<file path="config.mk">
export PLATFORM = sky130hd
export DESIGN_NAME = ascon_perm_iter_flat
export DESIGN_NICKNAME = d
export VERILOG_FILES = /design/src/rtl/ascon_perm_iter_pkg.sv /design/src/rtl/ascon_perm_iter_if.sv /design/src/rtl/ascon_perm_iter_round.sv /design/src/rtl/ascon_perm_iter.sv /design/src/flat_wrapper.sv
export SDC_FILE = /design/constraint.sdc
export NUM_CORES = 2
export LEC_CHECK = 0
export CAP_MARGIN = 20
export CORE_MARGIN = 4
export CORE_UTILIZATION = 48
export CTS_CLUSTER_SIZE = 20
export DETAILED_ROUTE_END_ITERATION = 6
export PLACE_DENSITY = 0.78
export SLEW_MARGIN = 20
export SYNTH_ARGS = -nofsm -noshare
export SYNTH_HDL_FRONTEND = slang
export SYNTH_SLANG_ARGS = --single-unit
</file>
<file path="constraint.sdc">
create_clock -name clock_i -period 2.2 [get_ports clock_i]
set_input_delay 0.44 -clock clock_i [delete_from_list [all_inputs] [get_ports clock_i]]
set_output_delay 0.44 -clock clock_i [all_outputs]
set_load 0.005 [all_outputs]
</file>
<file path="src/rtl/ascon_perm_iter_pkg.sv">
// ============================================================================
// Module      : ascon_perm_iter_pkg
// Description : Shared types, constants and helpers for the iterative ASCON
//               permutation engine.
// Revision    : 1.0 - initial release
// ============================================================================
`default_nettype none

package ascon_perm_iter_pkg;

  // Five 64-bit words. x0 sits in the most significant slice, so {x0,...,x4}
  // concatenates naturally.
  typedef logic [0:4][63:0] type_state;

  localparam int N_PA  = 12;
  localparam int CNT_W = 4;

  typedef enum logic [0:0] {
    IDLE = 1'b0,
    RUN  = 1'b1
  } type_fsm;

  // Round constant: the high nibble counts down from 0xF while the low nibble
  // counts up from 0.
  function automatic logic [7:0] round_const(input logic [CNT_W-1:0] r);
    return {4'hF - r, r};
  endfunction

  function automatic logic [63:0] rotr64(input logic [63:0] x, input int unsigned n);
    return (x >> n) | (x << (64 - n));
  endfunction

endpackage

`default_nettype wire

</file>
<file path="src/rtl/ascon_perm_iter_if.sv">
// ============================================================================
// Module      : ascon_perm_iter_if
// Description : Request/result bundle between the mode FSM and the
//               permutation engine.
// Revision    : 1.0 - initial release
// ============================================================================
`default_nettype none

interface ascon_perm_iter_if;
  import ascon_perm_iter_pkg::*;

  logic       start_i;
  logic       mode_i;
  type_state  state_i;
  type_state  state_o;
  logic       busy_o;
  logic       done_o;
  logic [3:0] round_o;

  modport master (
    output start_i, mode_i, state_i,
    input  state_o, busy_o, done_o, round_o
  );

  modport slave (
    input  start_i, mode_i, state_i,
    output state_o, busy_o, done_o, round_o
  );

endinterface

`default_nettype wire

</file>
<file path="src/rtl/ascon_perm_iter_round.sv">
// ============================================================================
// Module      : ascon_perm_iter_round
// Description : One combinational ASCON round: constant addition (pc),
//               bit-sliced 5-bit S-box layer (ps), linear diffusion (pl).
// Revision    : 1.0 - initial release
// ============================================================================
`default_nettype none

module ascon_perm_iter_round
  import ascon_perm_iter_pkg::*;
(
  input  type_state   state_i,
  input  logic [3:0]  round_i,
  output type_state   state_o
);

  logic [63:0] w_a0, w_a1, w_a2, w_a3, w_a4;
  logic [63:0] w_b0, w_b1, w_b2, w_b3, w_b4;
  logic [63:0] w_c0, w_c1, w_c2, w_c3, w_c4;
  logic [63:0] w_d0, w_d1, w_d2, w_d3, w_d4;

  // pc: constant lands in the low byte of x2 only
  assign w_a0 = state_i[0];
  assign w_a1 = state_i[1];
  assign w_a2 = state_i[2] ^ {56'd0, round_const(round_i)};
  assign w_a3 = state_i[3];
  assign w_a4 = state_i[4];

  // ps input mixing
  assign w_b0 = w_a0 ^ w_a4;
  assign w_b1 = w_a1;
  assign w_b2 = w_a2 ^ w_a1;
  assign w_b3 = w_a3;
  assign w_b4 = w_a4 ^ w_a3;

  // ps chi-like core: x_i ^= ~x_{i+1} & x_{i+2}, all from the mixed values
  assign w_c0 = w_b0 ^ (~w_b1 & w_b2);
  assign w_c1 = w_b1 ^ (~w_b2 & w_b3);
  assign w_c2 = w_b2 ^ (~w_b3 & w_b4);
  assign w_c3 = w_b3 ^ (~w_b4 & w_b0);
  assign w_c4 = w_b4 ^ (~w_b0 & w_b1);

  // ps output mixing
  assign w_d0 = w_c0 ^ w_c4;
  assign w_d1 = w_c1 ^ w_c0;
  assign w_d2 = ~w_c2;
  assign w_d3 = w_c3 ^ w_c2;
  assign w_d4 = w_c4;

  // pl: per-word rotate-xor diffusion
  assign state_o[0] = w_d0 ^ rotr64(w_d0, 19) ^ rotr64(w_d0, 28);
  assign state_o[1] = w_d1 ^ rotr64(w_d1, 61) ^ rotr64(w_d1, 39);
  assign state_o[2] = w_d2 ^ rotr64(w_d2, 1)  ^ rotr64(w_d2, 6);
  assign state_o[3] = w_d3 ^ rotr64(w_d3, 10) ^ rotr64(w_d3, 17);
  assign state_o[4] = w_d4 ^ rotr64(w_d4, 7)  ^ rotr64(w_d4, 41);

endmodule

`default_nettype wire

</file>
<file path="src/rtl/ascon_perm_iter.sv">
// ============================================================================
// Module      : ascon_perm_iter
// Description : Iterative ASCON permutation, UNROLL rounds per clock, pa (12
//               rounds) or pb (PB_ROUNDS rounds), one-cycle done pulse.
// Revision    : 1.0 - initial release
// ============================================================================
`default_nettype none

module ascon_perm_iter
  import ascon_perm_iter_pkg::*;
#(
  parameter int PB_ROUNDS = 6,
  parameter int UNROLL    = 1
)(
  input  wire logic          clock_i,
  input  wire logic          resetb_i,
  ascon_perm_iter_if.slave   bus
);

  if (UNROLL < 1) begin : g_bad_unroll
    $error("ascon_perm_iter: UNROLL must be at least 1");
  end else if ((PB_ROUNDS != 6 && PB_ROUNDS != 8) ||
               (N_PA % UNROLL) != 0 || (PB_ROUNDS % UNROLL) != 0) begin : g_bad_param
    $error("ascon_perm_iter: illegal PB_ROUNDS/UNROLL combination");
  end

  localparam logic [CNT_W-1:0] C_PB_FIRST = CNT_W'(N_PA - PB_ROUNDS);
  localparam logic [CNT_W-1:0] C_STEP     = CNT_W'(UNROLL);
  localparam logic [CNT_W-1:0] C_LAST     = CNT_W'(N_PA);

  type_fsm          r_fsm, w_fsm_nxt;
  logic [CNT_W-1:0] r_cnt, w_cnt_nxt;
  type_state        r_state, w_state_nxt;
  logic             r_done, w_done_nxt;

  type_state        w_chain [0:UNROLL];

  assign w_chain[0] = r_state;

  for (genvar k = 0; k < UNROLL; k++) begin : g_round
    ascon_perm_iter_round u_round (
      .state_i (w_chain[k]),
      .round_i (r_cnt + CNT_W'(k)),
      .state_o (w_chain[k+1])
    );
  end

  // State register: FSM, round counter, working state and done pulse
  always_ff @(posedge clock_i or negedge resetb_i) begin
    if (!resetb_i) begin
      r_fsm   <= IDLE;
      r_cnt   <= '0;
      r_state <= '0;
      r_done  <= 1'b0;
    end else begin
      r_fsm   <= w_fsm_nxt;
      r_cnt   <= w_cnt_nxt;
      r_state <= w_state_nxt;
      r_done  <= w_done_nxt;
    end
  end

  // Next-state: load on accepted start, advance UNROLL rounds per edge in RUN
  always_comb begin
    w_fsm_nxt   = r_fsm;
    w_cnt_nxt   = r_cnt;
    w_state_nxt = r_state;
    w_done_nxt  = 1'b0;
    case (r_fsm)
      IDLE: begin
        if (bus.start_i) begin
          w_state_nxt = bus.state_i;
          w_cnt_nxt   = bus.mode_i ? C_PB_FIRST : '0;
          w_fsm_nxt   = RUN;
        end
      end
      RUN: begin
        w_state_nxt = w_chain[UNROLL];
        w_cnt_nxt   = r_cnt + C_STEP;
        if (r_cnt + C_STEP == C_LAST) begin
          w_fsm_nxt  = IDLE;
          w_cnt_nxt  = '0;
          w_done_nxt = 1'b1;
        end
      end
      default: begin
        w_fsm_nxt = IDLE;
        w_cnt_nxt = '0;
      end
    endcase
  end

  assign bus.state_o = r_state;
  assign bus.busy_o  = (r_fsm == RUN);
  assign bus.done_o  = r_done;
  assign bus.round_o = (r_fsm == RUN) ? r_cnt : 4'd0;

endmodule

`default_nettype wire
</file>
<file path="src/flat_wrapper.sv">
// flat-port wrapper written by rule: the top's interface ports become plain ports
module ascon_perm_iter_flat import ascon_perm_iter_pkg::*;
#(
  parameter int PB_ROUNDS = 6,
  parameter int UNROLL    = 1
)
  (clock_i, resetb_i, bus_start_i, bus_mode_i, bus_state_i, bus_state_o, bus_busy_o, bus_done_o, bus_round_o);
  ascon_perm_iter_if bus_i ();
  input  wire logic clock_i;
  input  wire logic resetb_i;
  input wire logic [$bits(bus_i.start_i)-1:0] bus_start_i;
  input wire logic [$bits(bus_i.mode_i)-1:0] bus_mode_i;
  input wire logic [$bits(bus_i.state_i)-1:0] bus_state_i;
  output wire logic [$bits(bus_i.state_o)-1:0] bus_state_o;
  output wire logic [$bits(bus_i.busy_o)-1:0] bus_busy_o;
  output wire logic [$bits(bus_i.done_o)-1:0] bus_done_o;
  output wire logic [$bits(bus_i.round_o)-1:0] bus_round_o;
  assign bus_i.start_i = bus_start_i;
  assign bus_i.mode_i = bus_mode_i;
  assign bus_i.state_i = bus_state_i;
  assign bus_state_o = bus_i.state_o;
  assign bus_busy_o = bus_i.busy_o;
  assign bus_done_o = bus_i.done_o;
  assign bus_round_o = bus_i.round_o;
  ascon_perm_iter #(.PB_ROUNDS(PB_ROUNDS), .UNROLL(UNROLL)) u_core (.clock_i(clock_i), .resetb_i(resetb_i), .bus(bus_i));
endmodule
</file>
# Word level (Yosys, flattened, before mapping)
# Index checks and enable logic that the tools add are counted.
# classes
n_addsub	2
mux	12
eq_ne	2
n_bitwise	44
# op_table
op	count
$xor A64 B64 Y64	21
$pmux W320 S2	1
$not A64 Y64	6
$and A64 B64 Y64	5
$mux W320	1
$or A23 B64 Y64	1
$or A25 B64 Y64	1
$or A3 B64 Y64	1
$or A36 B64 Y64	1
$or A45 B64 Y64	1
$or A47 B64 Y64	1
$or A54 B64 Y64	1
$or A57 B64 Y64	1
$or A58 B64 Y64	1
$or A63 B64 Y64	1
$xor A64 B8 Y64	1
$mux W4	3
$pmux W4 S2	1
$add A4 B1 Y4 const B	1
$eq A4 B4 Y1 const B	1
$mux W1	4
$sub A4 B4 Y4 const A	1
$mux W3	1
$ne A2 B2 Y1 const B	1
2 further kinds	2
# word_totals
output_inout_bits	326
in_bits	324
wordCells	68
register_bits	326

# Logic depth before layout (Yosys ltp)
# logic_depth
ltp_word	11
depth_mapped	8

# Cells and area by module
# Synthesis repeated with hierarchy kept, for this count alone.
# hier_totals
hier_cells	3323
area_unflattened_um2	33759.9
# modules_own_cells
module	cells_per_inst	n_inst	area_each_um2	seq_area_each_um2
ascon_perm_iter	1758	1	17546.8	8157.8
ascon_perm_iter_round	1565	1	16213.0	0.0

# Least setup slack after synthesis
# OpenSTA, ideal clock, no wires.
# synth_path
kind	flip-flop to flip-flop
from	register u_core.r_cnt[2]
to	register u_core.r_state (netlist bit u_core.bus.state_o[120])
arrival_time_ps	2128
path_stages_with_launch	8
required_ps	2123
path_slack_ps	-6
n_path_buf	1
period_less_slack_ps	2206
cell_sequence	dfrtp_1 clkbuf_2 xor2_1 ha_1 xnor2_1 xnor2_1 xor3_1 a21oi_1
# synth_between
elab_chain_len	8
# synth_lines
element	line_no	source
start: declaration	ascon_perm_iter.sv:32	logic [CNT_W-1:0] r_cnt, w_cnt_nxt;
start signal: assignment	ascon_perm_iter.sv:57	r_cnt <= w_cnt_nxt;
$xor A64 B8 Y64	ascon_perm_iter_round.sv:25	assign w_a2 = state_i[2] ^ {56'd0, round_const(round_i)};
$xor A64 B64 Y64	ascon_perm_iter_round.sv:32	assign w_b2 = w_a2 ^ w_a1;
$xor A64 B64 Y64	ascon_perm_iter_round.sv:39	assign w_c2 = w_b2 ^ (~w_b3 & w_b4);
$xor A64 B64 Y64	ascon_perm_iter_round.sv:47	assign w_d3 = w_c3 ^ w_c2;
$or A54 B64 Y64	ascon_perm_iter_pkg.sv:30	return (x >> n) | (x << (64 - n));
$xor A64 B64 Y64 (2 in a row)	ascon_perm_iter_round.sv:54	assign state_o[3] = w_d3 ^ rotr64(w_d3, 10) ^ rotr64(w_d3, 17);
$pmux W320 S2	ascon_perm_iter.sv:69	case (r_fsm)
end signal: assignment	ascon_perm_iter.sv:58	r_state <= w_state_nxt;
end: declaration	ascon_perm_iter.sv:33	type_state r_state, w_state_nxt;
# No other way between the ends.
# A chain may end at the register's enable or synchronous reset.

# Worst setup path after layout
# layout_path
from	register u_core.r_state (netlist bit u_core.bus.state_o[127])
to	register u_core.r_state (netlist bit u_core.bus.state_o[319])
# layout_between
elab_chain_len	6
# layout_lines
element	line_no	source
$xor A64 B64 Y64	ascon_perm_iter_round.sv:34	assign w_b4 = w_a4 ^ w_a3;
$xor A64 B64 Y64	ascon_perm_iter_round.sv:41	assign w_c4 = w_b4 ^ (~w_b0 & w_b1);
$xor A64 B64 Y64	ascon_perm_iter_round.sv:44	assign w_d0 = w_c0 ^ w_c4;
$xor A64 B64 Y64 (2 in a row)	ascon_perm_iter_round.sv:51	assign state_o[0] = w_d0 ^ rotr64(w_d0, 19) ^ rotr64(w_d0, 28);
$pmux W320 S2	ascon_perm_iter.sv:69	
# No other way between the ends.

==> flow_metrics.tcl <==
set metrics [dict create \
    status "finished with violations" \
    failed_checks "negative setup slack" \
    timing.critical_path.fanout_max 3 \
    cp-start-kind "flop" \
    grt_antenna_before_repair 6 \
    die_height_um 261 \
    pin_count 650 \
    wire_length_of_the_first_global_routing_pass_um 216000 \
    max_clock_freq_mhz 448 \
    pin_count_of_the_biggest_net_entering_global_routing 123 \
    row_count 92 \
    synth_seq_area_share_pct 26.5 \
    synth_seq_cells 326 \
    final_cell_mix "641 x sky130_fd_sc_hd__clkdlybuf4s50_1, 620 x sky130_fd_sc_hd__buf_4, 315 x sky130_fd_sc_hd__dfrtp_1, 303 x sky130_fd_sc_hd__xnor2_1, 294 x sky130_fd_sc_hd__nor2_1" \
    final-max-slew-violation-count 0 \
    core_area_um2 63200 \
    cts_buffers 42 \
    buffer_ports.inserted 649 \
    cts_tree "built" \
    fin_crit_ns 2.23 \
    n_fill_cell 4505 \
    final.setup_skew_ns 0.0238 \
    worst-slew-pin-transition_ns 0.994 \
    worstSetupPathType "reg -> reg" \
    detailed_place.area_um2 43700 \
    holdCritPathClass "in -> async" \
    global_route.overflow_total 0 \
    syn2layout_area_growth_pct 50.6 \
    slew_headroom_pct 33.4 \
    gp_congestion 1.06 \
    rsz0062_at_grt "true" \
    mostFrequentLayoutCell "sky130_fd_sc_hd__clkdlybuf4s50_1" \
    dr_total_vias 29745 \
    setup_viol 5 \
    fin_crit_sh_pct 101 \
    hpwl_um 132000 \
    max_cap_viol_count 0 \
    antenna_left 0 \
    syn_nets 3438 \
    critPathCaptureType "flop" \
    timing.critical_path.required_ns 2.71 \
    post_syn_instances 2985 \
    post_syn_area_per_cell_um2 10.3 \
    finalNetCount 4704 \
    number_of_clock_sinks 326 \
    drt_pass1_iterations 6 \
    hold_viol_final 0 \
    finalWorstSetupSlack_ns -0.0309 \
    initial_core_util_pct 48.6 \
    grt_usage_pct 45.3 \
    worst_reg_to_reg_path_cell_count 7 \
    synth_warnings 0 \
    cts.root.buffer_cell "sky130_fd_sc_hd__clkbuf_16" \
    regToRegStartpoint "u_core.bus.state_o[127]$_DFFE_PN0P_" \
    clk-insertion-delay-late_ns 0.59 \
    fin_area_um2 46300 \
    ys_types 28 \
    clk_pin_slew_worst_paths_ns 0.06 \
    tns_ns -0.0702 \
    wire_per_inst_um 31.0 \
    worstSetupStartpoint "u_core.bus.state_o[127]$_DFFE_PN0P_" \
    finalWirelength_um 159000 \
    clock_tree.buffer_depth 3 \
    netlist_area_um2 30700 \
    die_w_um 261 \
    htreeDepth 2 \
    fp.dieArea_um2 68100 \
    drive_above_1_share_pct 23.6 \
    arrival_ns 2.74 \
    drtIter0Drc 3429 \
    avgViaCountPerCell 5.79 \
    remaining_drc_errors 0 \
    first_global_vias 29177 \
]
==> logic make-up after synthesis <==
family	share of synthesized area, %
compound gates	11.7
xor+xnor	39.4
fa+ha+maj	6.47
buf+inv	3.69
flops	26.5
mux	4.56
simple gates	7.58
==> routing by layer <==
metal  track usage (%)  part of all wire [%]  up-vias
met2              71.0                    45     1828
li1                  -                     -    12684
met1              57.7                    38    14774
met3              10.6                    10      455
met5                 0                 0.022        -
met4              26.3                   7.1        4
==> timing repair <==
| item | in CTS | in global routing |
|---|---|---|
| gates resized for setup | 36 | 117 |
| setup buffers | 11 | 20 |
| pin swaps | 9 | 58 |
| endpoints found under the hold margin | 31 | 0 |
| endpoints found under the setup margin | 56 | 106 |
| hold buffers | 1 | 0 |
==> path summary, 6_finish.rpt <==
check                                                      end  slack (ns)
max in group asynchronous   u_core.bus.state_o[52]$_DFFE_PN0P_        0.95
min reg2reg                u_core.bus.state_o[155]$_DFFE_PN0P_        0.66
min                         u_core.bus.state_o[76]$_DFFE_PN0P_        0.41
max                        u_core.bus.state_o[319]$_DFFE_PN0P_       -0.03
max reg2reg                u_core.bus.state_o[319]$_DFFE_PN0P_       -0.03
min in group clock_i        u_core.bus.state_o[63]$_DFFE_PN0P_        0.46
==> through the flow <==
step | hold WS (ns) | cells | utilization (%) | setup slack (ns)
final | 0.413 | 5133 | 73.2 | -0.0309
after global routing | 0.451 | 5130 | 73.2 | -0.0277
after CTS | 0.414 | 5110 | 72.0 | -0.000513
after detailed placement | 0.428 | 5021 | 69.1 | -0.294
after global placement | 0.420 | 5021 | 69.1 | -0.238
after floorplan | 0.144 | 2985 | - | 0.0820
==> synth_stat cells (all sizes together) <==
master	instances	area (um^2)
mux2i	140	1400
o21ai	117	586
clkbuf	105	395
maj3	35	373
and2	3	18.8
a31oi	1	6.26
nor2	295	1110
xnor3	250	5630
a211oi	213	1600
inv	165	619
buf	26	119
xnor2	425	4320
o22ai	1	6.26
nand2	158	593
nand3	2	10.0
dfrtp	326	8160
xor2	223	2030
ha	129	1610
nand2b	3	18.8
nor2b	93	582
a21o	23	173
xor3	6	143
a21oi	246	1230
==> flip-flops by register name, indices dropped and copies added (netlist names) <==
| name | flops |
|---|---|
| u_core.bus.done_o | 1 |
| u_core.bus.state_o | 320 |
| u_core.bus.busy_o | 1 |
| u_core.r_cnt | 4 |
==> worst max-delay path, stage by stage (launching register included) <==
cell	delay, ns
sky130_fd_sc_hd__dfrtp_1	0.45
sky130_fd_sc_hd__inv_1	0.12
sky130_fd_sc_hd__ha_1	0.33
sky130_fd_sc_hd__xnor2_1	0.15
sky130_fd_sc_hd__xnor2_1	0.27
sky130_fd_sc_hd__buf_4	0.22
sky130_fd_sc_hd__xnor3_1	0.41
sky130_fd_sc_hd__a21oi_1	0.19
==> layout make-up <==
class,instances,area (um^2),area share (%)
clock inverters,11,193,0.416
inverters,165,619,1.34
flip-flops and latches,326,8170,17.7
diodes,3,7.51,0.0162
clock buffers,66,1330,2.86
repair buffers,1353,12700,27.5
multi-input cells,2363,22200,47.9
well taps,846,1060,2.29
Power is left out: the tool's default activity adds up to more than one toggle a clock period on the data nets, which glitch-free logic cannot reach.
